===== src/rtl/famicom_cpu_bus_driver_pkg.sv =====
// Shared constants and types for the Famicom CPU bus initiator and its helpers.
// Also holds the reset-vector address that the bus presents between commands.
package famicom_cpu_bus_driver_pkg;

  typedef enum logic {
    PH_LOW  = 1'b0,
    PH_HIGH = 1'b1
  } phase_e;

  typedef enum logic [1:0] {
    CYC_IDLE  = 2'd0,
    CYC_READ  = 2'd1,
    CYC_WRITE = 2'd2
  } cyc_kind_e;

  localparam logic [15:0] RESET_VECTOR_ADDR = 16'hFFFC;
  localparam logic [15:0] IDLE_ADDR_DEFAULT = RESET_VECTOR_ADDR;

endpackage


===== src/rtl/famicom_sync2.sv =====
// Two-flop synchronizer for asynchronous cartridge/PPU-side level inputs.
module famicom_sync2 (
  input  logic clk_i,
  input  logic rst_n_i,
  input  logic d_i,
  output logic q_o
);

  logic meta_q;
  logic sync_q;

  always_ff @(posedge clk_i or negedge rst_n_i) begin
    if (!rst_n_i) begin
      meta_q <= 1'b0;
      sync_q <= 1'b0;
    end else begin
      meta_q <= d_i;
      sync_q <= meta_q;
    end
  end

  assign q_o = sync_q;

endmodule


===== src/rtl/famicom_cpu_bus_driver.sv =====
// Host-side Famicom CPU bus initiator: free-running m2 with one bus cycle per
// m2 period, each owned by a latched command or by an idle read of IDLE_ADDR.
module famicom_cpu_bus_driver
  import famicom_cpu_bus_driver_pkg::*;
#(
  parameter int          M2_LOW_CLKS  = 6,
  parameter int          M2_HIGH_CLKS = 6,
  parameter int          WR_HOLD_CLKS = 1,
  parameter logic [15:0] IDLE_ADDR    = IDLE_ADDR_DEFAULT
) (
  input  logic        clk,
  input  logic        rst_n,
  input  logic        cmd_valid,
  output logic        cmd_ready,
  input  logic        cmd_rw,
  input  logic [15:0] cmd_addr,
  input  logic [7:0]  cmd_wdata,
  output logic        rsp_valid,
  output logic [7:0]  rsp_rdata,
  output logic        m2,
  output logic        romsel,
  output logic        cpu_rw,
  output logic [14:0] cpu_addr,
  output logic [7:0]  cpu_data_out,
  output logic        cpu_data_oe,
  input  logic [7:0]  cpu_data_in,
  input  logic        irq_n,
  output logic        irq_active,
  output logic [31:0] m2_count
);

  localparam int MAX_CLKS = (M2_LOW_CLKS > M2_HIGH_CLKS) ? M2_LOW_CLKS : M2_HIGH_CLKS;
  localparam int CW       = $clog2(MAX_CLKS);

  localparam logic [CW-1:0] LOW_LAST  = CW'(M2_LOW_CLKS - 1);
  localparam logic [CW-1:0] HIGH_LAST = CW'(M2_HIGH_CLKS - 1);
  localparam logic [CW-1:0] HIGH_PRE  = CW'(M2_HIGH_CLKS - 2);
  localparam logic [CW-1:0] HOLD_LAST = CW'(WR_HOLD_CLKS - 1);

  phase_e          phase_q;
  logic [CW-1:0]   cnt_q;
  cyc_kind_e       kind_q;
  logic [15:0]     addr_q;
  logic [7:0]      wdata_q;
  logic            hold_q;
  logic            oe_arm_q;
  logic            a15_q;
  logic            m2_q;
  logic            romsel_q;
  logic            cpu_rw_q;
  logic [14:0]     cpu_addr_q;
  logic [7:0]      cpu_data_out_q;
  logic            cpu_data_oe_q;
  logic            cmd_ready_q;
  logic            rsp_valid_q;
  logic [7:0]      rsp_rdata_q;
  logic [31:0]     m2_count_q;

  logic            end_high;
  logic            end_low;
  logic            accept;
  logic            hold_start;
  logic            apply_now;
  cyc_kind_e       kind_d;
  logic [15:0]     addr_d;
  logic [7:0]      wdata_d;
  cyc_kind_e       app_kind;
  logic [15:0]     app_addr;
  logic [7:0]      app_wdata;

  always_comb begin
    end_high   = (phase_q == PH_HIGH) && (cnt_q == HIGH_LAST);
    end_low    = (phase_q == PH_LOW) && (cnt_q == LOW_LAST);
    accept     = cmd_valid && cmd_ready_q;
    kind_d     = CYC_IDLE;
    addr_d     = IDLE_ADDR;
    wdata_d    = wdata_q;
    if (accept) begin
      kind_d  = cmd_rw ? CYC_READ : CYC_WRITE;
      addr_d  = cmd_addr;
      wdata_d = cmd_wdata;
    end
    // A finishing write keeps its bus image for WR_HOLD_CLKS before the next cycle takes over.
    hold_start = end_high && (kind_q == CYC_WRITE) && (WR_HOLD_CLKS > 0);
    apply_now  = (end_high && !hold_start) ||
                 (hold_q && (phase_q == PH_LOW) && (cnt_q == HOLD_LAST));
    app_kind   = end_high ? kind_d  : kind_q;
    app_addr   = end_high ? addr_d  : addr_q;
    app_wdata  = end_high ? wdata_d : wdata_q;
  end

  always_ff @(posedge clk or negedge rst_n) begin
    if (!rst_n) begin
      phase_q        <= PH_LOW;
      cnt_q          <= '0;
      kind_q         <= CYC_IDLE;
      addr_q         <= IDLE_ADDR;
      wdata_q        <= 8'h00;
      hold_q         <= 1'b0;
      oe_arm_q       <= 1'b0;
      a15_q          <= IDLE_ADDR[15];
      m2_q           <= 1'b0;
      romsel_q       <= 1'b1;
      cpu_rw_q       <= 1'b1;
      cpu_addr_q     <= IDLE_ADDR[14:0];
      cpu_data_out_q <= 8'h00;
      cpu_data_oe_q  <= 1'b0;
      cmd_ready_q    <= 1'b0;
      rsp_valid_q    <= 1'b0;
      rsp_rdata_q    <= 8'h00;
      m2_count_q     <= 32'd0;
    end else begin
      rsp_valid_q <= 1'b0;
      cmd_ready_q <= (phase_q == PH_HIGH) && (cnt_q == HIGH_PRE);

      if (end_high) begin
        phase_q    <= PH_LOW;
        cnt_q      <= '0;
        m2_q       <= 1'b0;
        romsel_q   <= 1'b1;
        m2_count_q <= m2_count_q + 32'd1;
        kind_q     <= kind_d;
        addr_q     <= addr_d;
        wdata_q    <= wdata_d;
        hold_q     <= hold_start;
        if (kind_q == CYC_READ) begin
          rsp_valid_q <= 1'b1;
          rsp_rdata_q <= cpu_data_in;
        end
      end else if (end_low) begin
        phase_q  <= PH_HIGH;
        cnt_q    <= '0;
        m2_q     <= 1'b1;
        romsel_q <= ~a15_q;
      end else begin
        cnt_q <= cnt_q + CW'(1);
      end

      if (oe_arm_q) begin
        cpu_data_oe_q <= 1'b1;
        oe_arm_q      <= 1'b0;
      end

      if (apply_now) begin
        cpu_addr_q    <= app_addr[14:0];
        a15_q         <= app_addr[15];
        cpu_rw_q      <= (app_kind != CYC_WRITE);
        cpu_data_oe_q <= 1'b0;
        oe_arm_q      <= (app_kind == CYC_WRITE);
        hold_q        <= 1'b0;
        if (app_kind == CYC_WRITE) begin
          cpu_data_out_q <= app_wdata;
        end
      end
    end
  end

  famicom_sync2 u_irq_sync (
    .clk_i   (clk),
    .rst_n_i (rst_n),
    .d_i     (~irq_n),
    .q_o     (irq_active)
  );

  assign cmd_ready    = cmd_ready_q;
  assign rsp_valid    = rsp_valid_q;
  assign rsp_rdata    = rsp_rdata_q;
  assign m2           = m2_q;
  assign romsel       = romsel_q;
  assign cpu_rw       = cpu_rw_q;
  assign cpu_addr     = cpu_addr_q;
  assign cpu_data_out = cpu_data_out_q;
  assign cpu_data_oe  = cpu_data_oe_q;
  assign m2_count     = m2_count_q;

endmodule


===== config.mk =====
export PLATFORM = sky130hd
export DESIGN_NAME = famicom_cpu_bus_driver
export DESIGN_NICKNAME = d
export VERILOG_FILES = /design/src/rtl/famicom_cpu_bus_driver_pkg.sv /design/src/rtl/famicom_sync2.sv /design/src/rtl/famicom_cpu_bus_driver.sv
export SDC_FILE = /design/constraint.sdc
export NUM_CORES = 1
export LEC_CHECK = 0
export ABC_AREA = 1
export CAP_MARGIN = 20
export CORE_ASPECT_RATIO = 0.5
export CORE_MARGIN = 2
export CORE_UTILIZATION = 50
export DETAILED_ROUTE_END_ITERATION = 12
export GPL_TIMING_DRIVEN = 1
export PLACE_DENSITY = 0.8
export SYNTH_ARGS = -nofsm -noshare
export SYNTH_HDL_FRONTEND = slang
export SYNTH_HIERARCHICAL = 1
export SYNTH_SLANG_ARGS = --single-unit

===== constraint.sdc =====
create_clock -name clk -period 4.79 [get_ports clk]
set_clock_uncertainty 0.15 [all_clocks]
set_input_delay 0.958 -clock clk [delete_from_list [all_inputs] [get_ports clk]]
set_output_delay 0.958 -clock clk [all_outputs]
set_load 0.02 [all_outputs]

==> run_results.csv <==
group,metric,value,unit
run_status,status,"complete, no violations",
cells_and_area,final_common_cell,"nand2_1",
cells_and_area,n_antenna_cell,0,
die,fp.coreArea,8830,um2
route,drt_iter0_markers,184,
route,wl_per_cell,13.3,um
yosys,synth.ff_latch_count,103,
route,drtAntennaViolNets,0,
place,routabilityCongestion,0.913,
worst_setup_path,ff2ff_setup_slack,1.86,ns
worst_setup_path,crit_end,"cpu_data_out[4]",
global_route,met3_usage,5.41,%
worst_setup_path,reg2reg_to,"cpu_data_out[4]",
worst_setup_path,crit_type,"flop to flop",
clocking,cts_root_buffer,"clkbuf_16",
clocking,clk_pin_slew,0.07,ns
pwr,seqPwrFrac,51.0,%
timing,finalSetupTns,0,ns
route,finalWirelength,10.0,mm
timing,holdWs,0.202,ns
place,dp_hpwl,7.05,mm
clocking,cts.sinks,103,
die,start_util,52.3,%
pwr,p_leak,2.82,nW
place,portBuffers,106,
route,vias_per_cell,4.98,
cells_and_area,layout_common_cells,"187 x nand2_1, 105 x clkdlybuf4s50_1, 73 x dfrtp_1",
yosys,synthDistinctLibCells,29,
pwr,switching_share,25.4,%
timing,hold_violations,0,
timing,fin_crit,2.93,ns
worst_setup_path,start_kind,"flop",
global_route,use_met1,27.5,%
yosys,synth.cell_area,4620,um2
place,placed_area,5760,um2
timing,timing.fmax,341,MHz
timing,rsz0062_at_grt,"false",
die,die_w,140,um
route,drt_pre_antenna_iters,5,
clocking,numCtsBuffers,9,
worst_setup_path,ff2ff_path_depth,8,
clocking,cts_resized,0,
cells_and_area,layout-drive-gt1-share,12.4,%
global_route,grt_max_degree,88,
worst_setup_path,rr_startpoint,"cnt_q[1]",
worst_setup_path,max_stage_delay,0.74,ns
clocking,htreeDepth,3,
cells_and_area,fin_nets,671,
die,io_pins,107,
clocking,clock_path_buffers,2,
timing,tightest_slew,0.697,ns
worst_setup_path,required,4.94,ns
yosys,ys_seq_area_share,56.7,%
pwr,pwr-share-clk,38.6,%
global_route,antenna_found_initial,0,
cells_and_area,design_area,6070,um2
pwr,power_frac_comb,10.5,%
clocking,cts_hold_buf,0,
clocking,post-cts-setup-buffers,0,
pwr,switchingPower,473,uW
timing,setup_violations,0,
clocking,cts_tree,"yes",
die,dieArea,10100,um2
worst_setup_path,startpoint,"cnt_q[1]",
die,rows,24,
run,max_cap_viol_count,0,
yosys,yosysWarnings,6,
worst_setup_path,arrival,3.08,ns
pwr,p_int,1.39,mW
worst_hold_path,holdCritStartpoint,"u_irq_sync/meta_q",
timing,period_share,61.2,%
global_route,grt_pass1_vias,3545,
die,die_y,71.9,um
global_route,grt_pass1_wl,16.4,mm
worst_setup_path,cp_max_fo,43,
clocking,insertion_delay,0.35,ns
worst_setup_path,critical_path.cell_chain,"inv_1 -> ha_1 -> nand3_4 -> o21ai_4 -> inv_2 -> nor2_4 -> nand3_1 -> nand2_1",
yosys,synth.avg_cell_area,8.84,um2
yosys,syn_inst,522,
pwr,ir_worst_vdd,0.244,mV
timing,slew_headroom,53.3,%
cells_and_area,syn2layout_area_growth,31.5,%
global_route,grt_use_met2,34.1,%
route,route.vias.total,3744,
worst_setup_path,slowest_stage,"o21ai_4",
yosys,syn-num-nets,563,
global_route,grt-ovfl-total,0,
route,drc,0,
global_route,grt_usage,20.6,%
cells_and_area,fin_util,68.8,%
pwr,power_density,307,nW/um2
global_route,top_usage_layer,"met2",
worst_setup_path,worst_setup_path_end_kind,"flop",
worst_hold_path,min_path_type,"flop to flop",
timing,report.final.slew_viol_count,0,
-- power groups by stage --
stage / clock network, mW / registers, mW / logic [mW]
6_report: 0.719 / 0.951 / 0.195
5_1_grt: 0.768 / 0.956 / 0.212
4_1_cts: 0.729 / 0.951 / 0.195
3_5_place_dp: 0 / 0.966 / 0.195
3_3_place_gp: 0 / 0.967 / 0.192
2_1_floorplan: 0 / 1.00 / 0.0408
-- routing by layer --
layer / up-vias / share of wire (%)
met2: 96 / 46
met4: 0 / 1.3
met5: - / 0
met1: 1776 / 47
met3: 15 / 5.3
li1: 1857 / -
-- stage by stage --
step                worst slack [ns]  cells  power (mW)
finish                          1.86    752        1.87
global route                    1.64    752        1.94
CTS                             1.88    751        1.88
detailed placement              1.55    735        1.16
global placement                1.61    735        1.16
floorplan                       2.82    522        1.04
-- flip-flops by register name, summed over array words and instances (netlist names), 2 cells and up --
signal        flops
addr_q           16
cnt_q             3
cpu_addr         15
cpu_data_out      8
kind_q            2
m2_count         32
rsp_rdata         8
wdata_q           8
-- logic make-up after synthesis --
group,count (synthesis),synth area share (%)
AOI/OAI and AO/OA,24,2.98
xor gates and xnor gates,14,2.66
adders and majority gates,4,1.08
buffers and inverters,54,5.04
DFF,103,56.7
muxes,8,1.95
and+or+nand+nor,315,29.6
-- cell usage after synthesis (all sizes together) --
cell	instances	area (um2)
nand3	33	195
nor3	2	15.0
xnor2	5	43.8
nor2	70	298
a31oi	3	18.8
a21oi	2	10.0
buf	9	63.8
mux2	8	90.1
nand2	193	744
dfstp	30	788
nand3b	7	52.6
xor2	9	78.8
inv	43	161
clkbuf	2	7.51
o21ai	18	101
o21a	1	7.51
dfrtp	73	1830
ha	4	50.1
nand4	10	62.6
-- layout make-up --
| cell class | instances | area (um2) |
|---|---|---|
| Inverter | 43 | 161 |
| Multi-Input combinational cell | 365 | 1770 |
| Timing Repair Buffer | 108 | 1090 |
| Clock inverter | 7 | 61.3 |
| Sequential cell | 103 | 2620 |
| Clock buffer | 9 | 225 |
| Fill cell | 712 | 2760 |
| Tap cell | 117 | 146 |
-- critical path: cells and delay by family (launching register included) --
family | cells | cell delay [ns]
and+or+nand+nor | 4 | 0.88
AOI/OAI and AO/OA | 1 | 0.74
buffers and inverters | 2 | 0.42
DFF | 1 | 0.41
adders and majority gates | 1 | 0.25
-- how the worst min path moves through the flow --
stage                     end  slack (ns)  cells after the start
4_1_cts        u_irq_sync/q_o        0.21                      0
3_3_place_gp   u_irq_sync/q_o        0.18                      0
3_5_place_dp   u_irq_sync/q_o        0.19                      0
5_1_grt        u_irq_sync/q_o        0.21                      0
2_1_floorplan  u_irq_sync/q_o        0.18                      0
6_report       u_irq_sync/q_o        0.20                      0
(Power assumes the default switching activity.)
